### config.mk
export PLATFORM = sky130hd
export DESIGN_NAME = image_feed
export DESIGN_NICKNAME = d
export VERILOG_FILES = /design/src/rtl/image_feed.sv
export SDC_FILE = /design/constraint.sdc
export NUM_CORES = 1
export LEC_CHECK = 0
export BUFFER_PORTS_ARGS = -buffer_cell sky130_fd_sc_hd__buf_2
export CORE_MARGIN = 2
export CORE_UTILIZATION = 47
export DETAILED_ROUTE_END_ITERATION = 10
export GPL_ROUTABILITY_DRIVEN = 0
export PLACE_DENSITY = 0.65
export SETUP_SLACK_MARGIN = 0.1
export SYNTH_ARGS = -nofsm -noshare
export SYNTH_HDL_FRONTEND = slang
export SYNTH_SLANG_ARGS = --single-unit
export TNS_END_PERCENT = 50
### constraint.sdc
create_clock -name clk -period 4.5 [get_ports clk]
set_input_delay 0.225 -clock clk [delete_from_list [all_inputs] [get_ports clk]]
set_output_delay 0.225 -clock clk [all_outputs]
set_load 0.02 [all_outputs]
### src/rtl/image_feed.sv
// image_feed: pulls GROUP_NB-wide image words from upstream and feeds the layers block
// through an output register plus one skid entry. IMAGE_FEED_STATS_EN adds stall_cnt.
`timescale 1ns/1ps
module image_feed #(
  parameter int unsigned CFG_DWIDTH = 32,
  parameter int unsigned CFG_AWIDTH = 5,
  parameter int unsigned GROUP_NB   = 4,
  parameter int unsigned IMG_WIDTH  = 16,
  parameter int unsigned CNT_WIDTH  = 16,
  // Address of the feed config register (CFG_FEED in cfg_parameters.vh)
  parameter logic [CFG_AWIDTH-1:0] CFG_FEED = CFG_AWIDTH'(3)
) (
  input  logic                          clk,
  input  logic                          rst_n,
  input  logic [CFG_DWIDTH-1:0]         cfg_data,
  input  logic [CFG_AWIDTH-1:0]         cfg_addr,
  input  logic                          cfg_valid,
  input  logic [GROUP_NB*IMG_WIDTH-1:0] up_data,
  input  logic                          up_valid,
  output logic                          up_ready,
  output logic [GROUP_NB*IMG_WIDTH-1:0] image_bus,
  output logic                          image_last,
  output logic                          image_val,
  input  logic                          image_rdy,
  output logic                          busy,
  output logic                          done
`ifdef IMAGE_FEED_STATS_EN
  ,
  output logic [31:0]                   stall_cnt
`endif
);

  localparam int unsigned DW = GROUP_NB * IMG_WIDTH;
  localparam int unsigned LW = 2 * CNT_WIDTH;

  typedef enum logic [1:0] {ST_IDLE, ST_STREAM, ST_DONE} state_e;

  state_e               state_q, state_d;
  logic [CNT_WIDTH-1:0] bpp_q, bpp_d, pix_q, pix_d;
  logic [CNT_WIDTH-1:0] beat_cnt_q, beat_cnt_d, pixel_cnt_q, pixel_cnt_d;
  logic [LW-1:0]        in_left_q, in_left_d;
  logic                 out_valid_q, out_valid_d, out_last_q, out_last_d;
  logic [DW-1:0]        out_data_q, out_data_d;
  logic                 skid_valid_q, skid_valid_d;
  logic [DW-1:0]        skid_data_q, skid_data_d;
  logic                 up_ready_q, up_ready_d;
  logic                 busy_q, busy_d, done_q, done_d;

  logic                 cfg_hit_c, accept_c, emit_c;
  logic [CNT_WIDTH-1:0] cfg_bpp_c, cfg_pix_c, bpp_m1_c, pix_m1_c;

  always_comb begin
    state_d      = state_q;
    bpp_d        = bpp_q;
    pix_d        = pix_q;
    beat_cnt_d   = beat_cnt_q;
    pixel_cnt_d  = pixel_cnt_q;
    in_left_d    = in_left_q;
    out_valid_d  = out_valid_q;
    out_last_d   = out_last_q;
    out_data_d   = out_data_q;
    skid_valid_d = skid_valid_q;
    skid_data_d  = skid_data_q;

    cfg_hit_c = cfg_valid && (cfg_addr == CFG_FEED);
    cfg_bpp_c = CNT_WIDTH'(cfg_data[15:0]);
    cfg_pix_c = CNT_WIDTH'(cfg_data[31:16]);
    if (cfg_bpp_c == '0) cfg_bpp_c = CNT_WIDTH'(1);
    accept_c  = up_valid && up_ready_q;
    emit_c    = out_valid_q && image_rdy;
    bpp_m1_c  = bpp_q - CNT_WIDTH'(1);
    pix_m1_c  = pix_q - CNT_WIDTH'(1);

    unique case (state_q)
      ST_IDLE: begin
        if (cfg_hit_c) begin
          bpp_d = cfg_bpp_c;
          pix_d = cfg_pix_c;
          if (cfg_pix_c != '0) begin
            state_d     = ST_STREAM;
            in_left_d   = LW'(cfg_bpp_c) * LW'(cfg_pix_c);
            beat_cnt_d  = '0;
            pixel_cnt_d = '0;
          end
        end
      end
      ST_STREAM: begin
        if (accept_c) in_left_d = in_left_q - LW'(1);
        if (emit_c) begin
          if (beat_cnt_q == bpp_m1_c) begin
            beat_cnt_d  = '0;
            pixel_cnt_d = pixel_cnt_q + CNT_WIDTH'(1);
            if (pixel_cnt_q == pix_m1_c) state_d = ST_DONE;
          end else begin
            beat_cnt_d = beat_cnt_q + CNT_WIDTH'(1);
          end
        end
        // Output register refills from the skid first so ordering stays FIFO
        if (!out_valid_q || emit_c) begin
          if (skid_valid_q) begin
            out_valid_d  = 1'b1;
            out_data_d   = skid_data_q;
            skid_valid_d = accept_c;
            if (accept_c) skid_data_d = up_data;
          end else begin
            out_valid_d = accept_c;
            out_data_d  = up_data;
          end
          // beat_cnt_d is the beat index of the word now entering the output register
          out_last_d = (beat_cnt_d == bpp_m1_c);
        end else if (accept_c) begin
          skid_valid_d = 1'b1;
          skid_data_d  = up_data;
        end
      end
      ST_DONE: state_d = ST_IDLE;
      default: state_d = ST_IDLE;
    endcase

    up_ready_d = (state_d == ST_STREAM) && !skid_valid_d && (in_left_d != '0);
    busy_d     = (state_d == ST_STREAM);
    done_d     = (state_d == ST_DONE);
  end

  always_ff @(posedge clk or negedge rst_n) begin
    if (!rst_n) begin
      state_q      <= ST_IDLE;
      bpp_q        <= CNT_WIDTH'(1);
      pix_q        <= '0;
      beat_cnt_q   <= '0;
      pixel_cnt_q  <= '0;
      in_left_q    <= '0;
      out_valid_q  <= 1'b0;
      out_last_q   <= 1'b0;
      out_data_q   <= '0;
      skid_valid_q <= 1'b0;
      skid_data_q  <= '0;
      up_ready_q   <= 1'b0;
      busy_q       <= 1'b0;
      done_q       <= 1'b0;
    end else begin
      state_q      <= state_d;
      bpp_q        <= bpp_d;
      pix_q        <= pix_d;
      beat_cnt_q   <= beat_cnt_d;
      pixel_cnt_q  <= pixel_cnt_d;
      in_left_q    <= in_left_d;
      out_valid_q  <= out_valid_d;
      out_last_q   <= out_last_d;
      out_data_q   <= out_data_d;
      skid_valid_q <= skid_valid_d;
      skid_data_q  <= skid_data_d;
      up_ready_q   <= up_ready_d;
      busy_q       <= busy_d;
      done_q       <= done_d;
    end
  end

  assign up_ready   = up_ready_q;
  assign image_bus  = out_data_q;
  assign image_last = out_last_q;
  assign image_val  = out_valid_q;
  assign busy       = busy_q;
  assign done       = done_q;

`ifdef IMAGE_FEED_STATS_EN
  logic [31:0] stall_q, stall_d;

  // Saturating count of stalled output cycles, cleared on each run start
  always_comb begin
    stall_d = stall_q;
    if (state_q != ST_STREAM && state_d == ST_STREAM) begin
      stall_d = '0;
    end else if (state_q == ST_STREAM && out_valid_q && !image_rdy && stall_q != '1) begin
      stall_d = stall_q + 32'(1);
    end
  end

  always_ff @(posedge clk or negedge rst_n) begin
    if (!rst_n) stall_q <= '0;
    else        stall_q <= stall_d;
  end

  assign stall_cnt = stall_q;
`else
  // No stall statistics in this build
`endif

endmodule

Yosys cells after proc, flatten, opt, wreduce, memory -nomap -nowiden
Index checks and enable logic that the tools add are counted.

Output and inout port bits: 69. Bits of input ports: 106. Word-level logic and storage cells: 79. Bits in registers: 232.

Multipliers: 1. Mux-type cells: 29. Add/sub/neg operators: 5. Equal/unequal tests: 12. Reductions and logical operators: 18.

Operators with widths (count): 64-bit 2-to-1 mux (4); 16-bit 2-to-1 mux (8); 32-bit 2-to-1 mux (3); 16-bit case mux with 2 select lines (2); 32-bit case mux with 2 select lines (1); 16-bit == test (3); 16-bit by 1-bit adder with 16-bit output (second input constant) (2); 16-bit by 16-bit multiplier with 32-bit output (1); 32-bit nonzero test (1); 16-bit by 1-bit subtractor with 16-bit output (second input constant) (2); 32-bit by 1-bit subtractor with 32-bit output (second input constant) (1); 16-bit logical NOT (1); 16-bit nonzero test (1); 2-bit 2-to-1 mux (5); 2-bit != test (second input constant) (5); 2-bit AND reduction (3); 5-bit by 2-bit == test with 1-bit output (second input constant) (1); 1-bit logical AND (5); 1-bit 2-to-1 mux (5); 5-bit AND reduction (1); 2-bit by 1-bit == test with 1-bit output (second input constant) (2); 2-bit case mux with 2 select lines (1); 3-bit AND reduction (1); 2-bit == test (second input constant) (1); 4 further kinds (5).

Depth between registers and ports, before layout
Gate-level depths: netlist of run 1.

Depth in word-level cells: 9. Mapped depth: 29. Mapped depth without buffers: 26.

Worst setup path after synthesis of run 1
OpenSTA, ideal clock, no wires.

Kind: input-to-reg. Start: input cfg_data[13]. End: register up_ready_q, in the netlist up_ready. Path buffers: 2. Required time: 4367 ps. Slack: -2199 ps. Setup time: 133 ps. Stages on the path: 26. Data arrival time: 6566 ps. Cells stage by stage: clkbuf_1 nor3_1 a41oi_1 clkbuf_1 nand2b_1 fa_1 fa_1 inv_1 fa_1 fa_1 fa_1 inv_1 fa_1 inv_1 ha_1 nand2_1 o21ai_0 nand3_1 o21ai_0 a211oi_1 o311ai_0 a31o_2 a211o_1 nor4_1 nor4bb_1 a31oi_1.

Word-level cells in the longest chain between the ends: 8.

RTL lines: from (decl) (RTL line 15) `input logic [CFG_DWIDTH-1:0] cfg_data,`; 16-bit logical NOT (RTL line 68) `if (cfg_bpp_c == '0) cfg_bpp_c = CNT_WIDTH'(1);`; 16-bit 2-to-1 mux * (RTL line 68); 16-bit by 16-bit multiplier with 32-bit output * (RTL line 81) `in_left_d = LW'(cfg_bpp_c) * LW'(cfg_pix_c);`; 32-bit 2-to-1 mux * (RTL line 79) `if (cfg_pix_c != '0) begin`; 32-bit 2-to-1 mux * (RTL line 76) `if (cfg_hit_c) begin`; 32-bit case mux with 2 select lines * (RTL line 74) `unique case (state_q)`; named net in_left_d[27] (RTL line 41) `logic [LW-1:0] in_left_q, in_left_d;`; 32-bit nonzero test * (RTL line 120) `up_ready_d = (state_d == ST_STREAM) && !skid_valid_d && (in_left_d != '0);`; 1-bit logical AND * (RTL line 120); named net up_ready_d (RTL line 46) `logic up_ready_q, up_ready_d;`; to (signal assigned) (RTL line 153) `up_ready_q <= up_ready_d;`; to (decl) (RTL line 46).

Mark *: on every way through the listed nets, which the timed path passes. The rest lies on a longest branch. A chain may end at the register's enable or synchronous reset.

Worst setup path in the final report of run 1
Start: input cfg_data[2]. End: register up_ready_q, in the netlist up_ready.

Same word-level chain as after synthesis.

==> impl_metrics.py, run 1 <==
metrics = {
    "timing": {
        "period_minus_slack_ps": 6010,
        "worstMarginPinSlew_ps": 1160,
        "rsz0062_at_grt": "true",
        "hold_viol": 0,
        "slew_violations": 0,
        "slew_headroom_pct": 22.8,
        "fmax_ghz": 0.166,
        "clock_skew_ps": 15.1,
        "fin_ws_ps": -1510,
        "setup-violations-final": 24,
        "period_share_pct": 134,
    },
    "setup_path": {
        "end_kind": "register",
        "reg2reg_slack_ps": 450,
        "reg2reg_from": "bpp_q[0]",
        "critPathLaunchType": "input port",
        "r2r_cells": 13,
        "critical_path_arrival_ps": 6430,
        "cp.required_ps": 4920,
        "critPathLaunch": "cfg_data[2]",
        "cp_max_fo": 5,
        "path_class": "in -> reg",
        "r2r-end": "image_last",
    },
    "final_layout": {
        "nNetsFinal": 2940,
        "syn_to_final_growth_pct": 22.8,
        "final_layout_size_suffix_gt1_share_pct": 24.4,
        "final_cells": 3145,
        "fillers": 3794,
        "final_core_util_pct": 58.1,
        "final_cell_area_um2": 25600,
    },
    "yosys": {
        "synthDistinctLibCells": 79,
        "ys_seq_area_share_pct": 27.9,
        "synth_nets": 2618,
        "syn_avg_cell_area_um2": 9.43,
        "ys_ff_latch": 232,
        "synth-edff-count": 0,
        "synth_area_leaders": "dfrtp_1 28%, fa_1 19%, ha_1 6.5%",
        "synthMostInstantiatedCell": "inv_1",
        "synth_top_area_share_pct": 27.7,
        "synth_common_cells": "256 x inv_1, 231 x dfrtp_1, 219 x nand2_1, 194 x fa_1, 138 x nor2_1",
        "netlist_area_um2": 20800,
        "ys.flop_type": "dfrtp_1",
        "yosysTopAreaCell": "dfrtp_1",
        "async_flop_share_pct": 100,
        "yosys_warnings": 0,
        "netlist_instances": 2209,
    },
    "drt": {
        "drt-vias-per-instance": 5.54,
        "ant_nets": 0,
        "dr_total_vias": 17400,
        "drtIter0Drc": 1192,
        "routed_wl_mm": 57.9,
        "wl_per_cell_um": 18.4,
        "drt_first_pass_iters": 6,
        "drc": 0,
    },
    "die": {
        "io_pins": 175,
        "dieArea_um2": 46000,
        "die_x_um": 215,
        "initial_core_util_pct": 47.3,
        "rows": 77,
        "dieHeight_um": 215,
        "core_region_area_um2": 44000,
    },
    "clocking": {
        "cts_tree": "yes",
        "htreeDepth": 1,
        "clk_path_buf_depth": 3,
        "clock_latency_ps": 550,
        "clk_pin_slew_ps": 70,
        "clkSinkCount": 232,
        "cts_inserted_buffers": 25,
        "cts_root_buf": "clkbuf_16",
    },
    "power_and_ir_drop": {
        "powerDensity_nw_per_um2": 896,
        "p_sw_mw": 10.6,
        "cell_internal_pwr_mw": 12.4,
        "sw_frac_of_total_pct": 46.1,
        "totalPowerFinal_mw": 22.9,
        "ir_drop_v": 0.00141,
        "power_leakage_nw": 12.0,
        "p_comb_share_pct": 76.4,
        "p_clk_share_pct": 9.0,
        "seqPwrFrac_pct": 14.7,
    },
    "min_path": {
        "hold_end": "image_val",
        "min_path_type": "in -> reg",
        "hold_start": "up_valid",
        "whs_path_depth": 3,
    },
    "grt": {
        "track_usage_pct": 25.3,
        "grt_pass1_vias": 18300,
        "overflow": 0,
        "grt_pass1_wl_mm": 95.2,
        "grt_antenna_before_repair": 3,
        "grt_max_degree": 93,
    },
    "placement": {
        "dp.cells": 3016,
        "port_buffers": 174,
        "post_dp_cell_area_um2": 23400,
        "dpl.hpwl_mm": 42.8,
        "dp_slack_ps": -2260,
    },
    "run": {
        "drv_cap": 0,
    },
    "run_status": {
        "status": "complete, but fails checks",
        "violations": "negative setup slack",
    },
}
-- per-stage QoR --
step / setup TNS [ps] / hold WS (ps)
2_1_floorplan: -20870 / -70.6
3_3_place_gp: -31440 / 280
3_5_place_dp: -33770 / 297
4_1_cts: -15630 / 27.3
5_1_grt: -19510 / 59.0
6_report: -15710 / 31.6
-- state kept, by name, summed over array words and instances, names as in the netlist --
name / count
image_val: 1
image_last: 1
bpp_q: 16
beat_cnt_q: 16
state_q: 2
busy: 1
skid_data_q: 64
in_left_q: 32
skid_valid_q: 1
done: 1
up_ready: 1
pix_q: 16
image_bus: 64
pixel_cnt_q: 16
-- timing repair --
action / CTS / global route
setup buffers: 14 / 7
hold buffers: 65 / 0
endpoints found under the setup margin: 25 / 28
endpoints found under the hold margin: 205 / 0
cloned: 0 / 0
resized for setup: 76 / 69
pin swaps: 27 / 43
-- metal layers --
layer,track usage (%),part of all wire (%),vias to the layer above
li1,-,-,8035
met1,32.7,42,8677
met2,41.6,47,585
met3,4.21,6.2,139
met4,11.9,5.0,0
met5,0,0,-
-- logic make-up after synthesis --
group / Yosys count / synth area share (%)
flops: 232 / 27.9
xor+xnor: 101 / 4.59
buf+inv: 374 / 6.82
compound gates: 324 / 9.75
simple gates: 703 / 16.9
fa+ha+maj: 303 / 25.2
mux: 172 / 8.86
-- placed cells by master, fill, tap and decap left out, types with 13 or more instances in the layout --
master / count
nor2b_1: 20
nand3_1: 39
clkbuf_16: 25
inv_1: 239
fa_2: 14
ha_1: 98
inv_2: 17
a21oi_1: 105
mux2i_1: 73
nor4_1: 25
o21ai_0: 54
nand2_1: 214
dfrtp_1: 230
nor2_1: 134
or3_1: 15
nand4_1: 18
buf_2: 168
a21o_1: 17
and2_1: 110
mux2_2: 99
nor3_1: 32
dlygate4sd3_1: 65
buf_6: 13
buf_4: 158
fa_1: 180
xor2_1: 42
xnor2_1: 46
-- critical path, stage by stage --
cell and delay (ps):
buf_8 110, nor4_4 240, buf_4 140, a41oi_2 110, buf_4 180, nand2b_4 140, fa_2 410, fa_1 490
inv_1 50, fa_2 530, fa_2 440, fa_1 510, inv_2 40, fa_1 500, inv_2 50, ha_4 280
nand2_4 60, o21ai_4 190, nand3_2 100, o21ai_2 90, a211oi_4 70, buf_4 150, o31a_1 260, a31o_2 260
a211o_1 260, nor4_2 170, nor4bb_2 260, a31oi_1 110
-- cell type report --
type                       count  area [um2]  share of cell area [%]
multi-input combinational   1603       14300                    55.9
clock buffer                  39         728                    2.84
antenna                        3        7.51                  0.0293
timing repair buffer         412        2960                    11.6
sequential                   232        5810                    22.7
tap                          592         741                    2.89
inverter                     257         965                    3.77
clock inverter                 7        83.8                   0.327
-- worst max-delay path by stage --
stage                          end  slack, ps  cells past startpoint
after detailed placement  up_ready      -2260                     28
after global placement    up_ready      -2070                     29
final                     up_ready      -1510                     28
after global routing      up_ready      -1700                     28
after CTS                 up_ready      -1440                     27
after floorplan           up_ready      -1700                     25
-- power by group through the flow --
stage	combinational [mW]	sequential, mW	clock, mW
after floorplan	8.78	3.57	0
after global placement	13.9	3.32	0
after detailed placement	14.1	3.36	0
after CTS	16.3	3.34	2.11
after global routing	19.1	3.44	2.20
final	17.5	3.36	2.06
(Power assumes the default switching activity.)
==> run 2, diff against run 1 <==
--- a/config.mk
+++ b/config.mk
@@ -7,10 +7,10 @@
 export LEC_CHECK = 0
 export BUFFER_PORTS_ARGS = -buffer_cell sky130_fd_sc_hd__buf_2
 export CORE_MARGIN = 2
-export CORE_UTILIZATION = 47
+export CORE_UTILIZATION = 55
 export DETAILED_ROUTE_END_ITERATION = 10
 export GPL_ROUTABILITY_DRIVEN = 0
-export PLACE_DENSITY = 0.65
+export PLACE_DENSITY = 0.74
 export SETUP_SLACK_MARGIN = 0.1
 export SYNTH_ARGS = -nofsm -noshare
 export SYNTH_HDL_FRONTEND = slang
==> run 2 against run 1 <==
The flow still finishes with violations (negative setup slack). Final area is 0.36% higher. Routed wire length is 0.18% lower. Power up 1.6%. Sequential power is essentially flat. Clock power hardly changed. Non-clock buffer count grew 17. Setup slack better by 59 ps. Global-route usage up 4.7 points. Core utilization is 10 points higher. Count of clock-buffer cells in the layout fell by 4.
==> impl_metrics.py, run 2 (synthesis gave the netlist of run 1 again) <==
metrics = {
    "die": {
        "die_x_um": 199,
        "dieHeight_um": 199,
        "io_pins": 175,
        "dieArea_um2": 39500,
        "initial_core_util_pct": 55.6,
        "rows": 71,
        "core_region_area_um2": 37500,
    },
    "timing": {
        "fin_tns_setup_ps": -15180,
        "fin_ws_ps": -1450,
        "rsz0062_at_grt": "true",
        "period_minus_slack_ps": 5950,
        "period_share_pct": 132,
        "slew_headroom_pct": 22.4,
        "worstMarginPinSlew_ps": 1160,
        "setup-violations-final": 24,
        "slew_violations": 0,
        "fmax_ghz": 0.168,
        "clock_skew_ps": 18.1,
        "hold_ws_ps": 62.3,
        "hold_viol": 0,
    },
    "setup_path": {
        "end_kind": "register",
        "cp_max_fo": 7,
        "path_class": "in -> reg",
        "worstSetupEndpoint": "up_ready",
        "critical_path_arrival_ps": 6380,
        "reg2reg_from": "bpp_q[0]",
        "r2r-end": "image_last",
        "critPathLaunchType": "input port",
        "critPathLaunch": "cfg_data[4]",
        "reg2reg_slack_ps": 500,
        "r2r_cells": 13,
        "cp.required_ps": 4930,
    },
    "clocking": {
        "cts_root_buf": "clkbuf_16",
        "clk_path_buf_depth": 3,
        "htreeDepth": 1,
        "clkSinkCount": 232,
        "clock_latency_ps": 550,
        "cts_inserted_buffers": 25,
        "cts_tree": "yes",
        "clk_pin_slew_ps": 60,
    },
    "placement": {
        "dpl.hpwl_mm": 42.0,
        "port_buffers": 174,
        "dp_slack_ps": -2030,
    },
    "power_and_ir_drop": {
        "powerDensity_nw_per_um2": 907,
        "power_leakage_nw": 12.1,
        "ir_drop_v": 0.00121,
    },
    "drt": {
        "routed_wl_mm": 57.8,
        "wl_per_cell_um": 18.8,
        "ant_nets": 0,
        "drc": 0,
        "dr_total_vias": 17800,
        "drt-vias-per-instance": 5.79,
        "drtIter0Drc": 1238,
        "drt_first_pass_iters": 6,
    },
    "min_path": {
        "min_path_type": "in -> reg",
    },
    "final_layout": {
        "final_layout_size_suffix_gt1_share_pct": 24.1,
        "most-common-layout-cells": "253 x inv_1, 230 x dfrtp_1, 215 x nand2_1",
        "nNetsFinal": 2957,
        "syn_to_final_growth_pct": 23.3,
        "final_common_cell": "inv_1",
        "fillers": 2840,
    },
    "grt": {
        "grt_pass1_vias": 18200,
        "grt_max_degree": 119,
        "overflow": 0,
        "grt_pass1_wl_mm": 94.9,
        "track_usage_pct": 30.0,
        "grt_antenna_before_repair": 2,
    },
    "run_status": {
        "violations": "negative setup slack",
        "status": "complete, but fails checks",
    },
    "run": {
        "drv_cap": 0,
    },
}
-- run 2: repair_timing --
item	4_1_cts	5_1_grt
hold buffers	65	0
hold endpoints to repair	235	0
setup buffers	14	12
gates resized for setup	90	37
pin swaps	50	31
setup endpoints to repair	25	27
-- run 2: per-stage QoR --
stage / utilization, % / std cells / power (mW) / area (um2)
6_report: 68.5 / 3077 / 23.3 / 25700
4_1_cts: 67.7 / 3066 / 21.7 / 25400
5_1_grt: 68.5 / 3077 / 25.0 / 25700
3_5_place_dp: 62.5 / 2946 / 17.4 / 23400
2_1_floorplan: - / 2209 / 12.4 / 21100
3_3_place_gp: 62.5 / 2946 / 17.1 / 23400
-- run 2: worst min path at each step --
stage,slack [ps],startpoint,cells past startpoint,to
floorplan,-70,rst_n,0,beat_cnt_q[0]
global route,50,image_rdy,4,image_val
finish,60,image_rdy,4,image_val
CTS,40,image_rdy,4,image_val
global placement,370,rst_n,1,image_last
detailed placement,380,rst_n,1,image_last
-- run 2: where the power goes --
part / switching [mW] / internal, mW / leakage [nW]
sequential: 0.600 / 2.79 / 2.93
combinational: 9.34 / 8.50 / 8.76
clock: 0.874 / 1.20 / 0.392
-- run 2: layout make-up --
| cell class | count | area, um2 | share of cell area, % |
|---|---|---|---|
| multi-input cells | 1603 | 14300 | 55.7 |
| flip-flops and latches | 232 | 5810 | 22.6 |
| repair buffers | 429 | 3160 | 12.3 |
| inverters | 257 | 965 | 3.76 |
| clock buffers | 35 | 693 | 2.70 |
| well taps | 511 | 639 | 2.49 |
| clock inverters | 9 | 119 | 0.463 |
| diodes | 1 | 2.50 | 0.00974 |
-- run 2: per-layer routing --
metal | vias to the layer above | GRT usage (%) | wire, um
li1 | 8078 | - | -
met1 | 8814 | 39.8 | 23500
met2 | 753 | 49.7 | 27700
met3 | 163 | 5.09 | 4300
met4 | 2 | 10.8 | 2260
met5 | - | 0 | 13
-- run 2: critical path: stages --
cell and delay (ps):
buf_2 120, nor4_4 260, a41oi_2 160, buf_6 180, nand2b_4 140, fa_1 460
fa_1 500, inv_1 50, fa_1 490, fa_1 430, fa_1 490, inv_1 50
fa_1 520, inv_2 50, ha_4 290, nand2_4 70, nor2_2 150, and3_4 220
a211oi_4 50, buf_6 150, o31a_1 260, a31o_2 240, a211o_1 230, nor4_2 240
nor4bb_2 230, a31oi_1 110
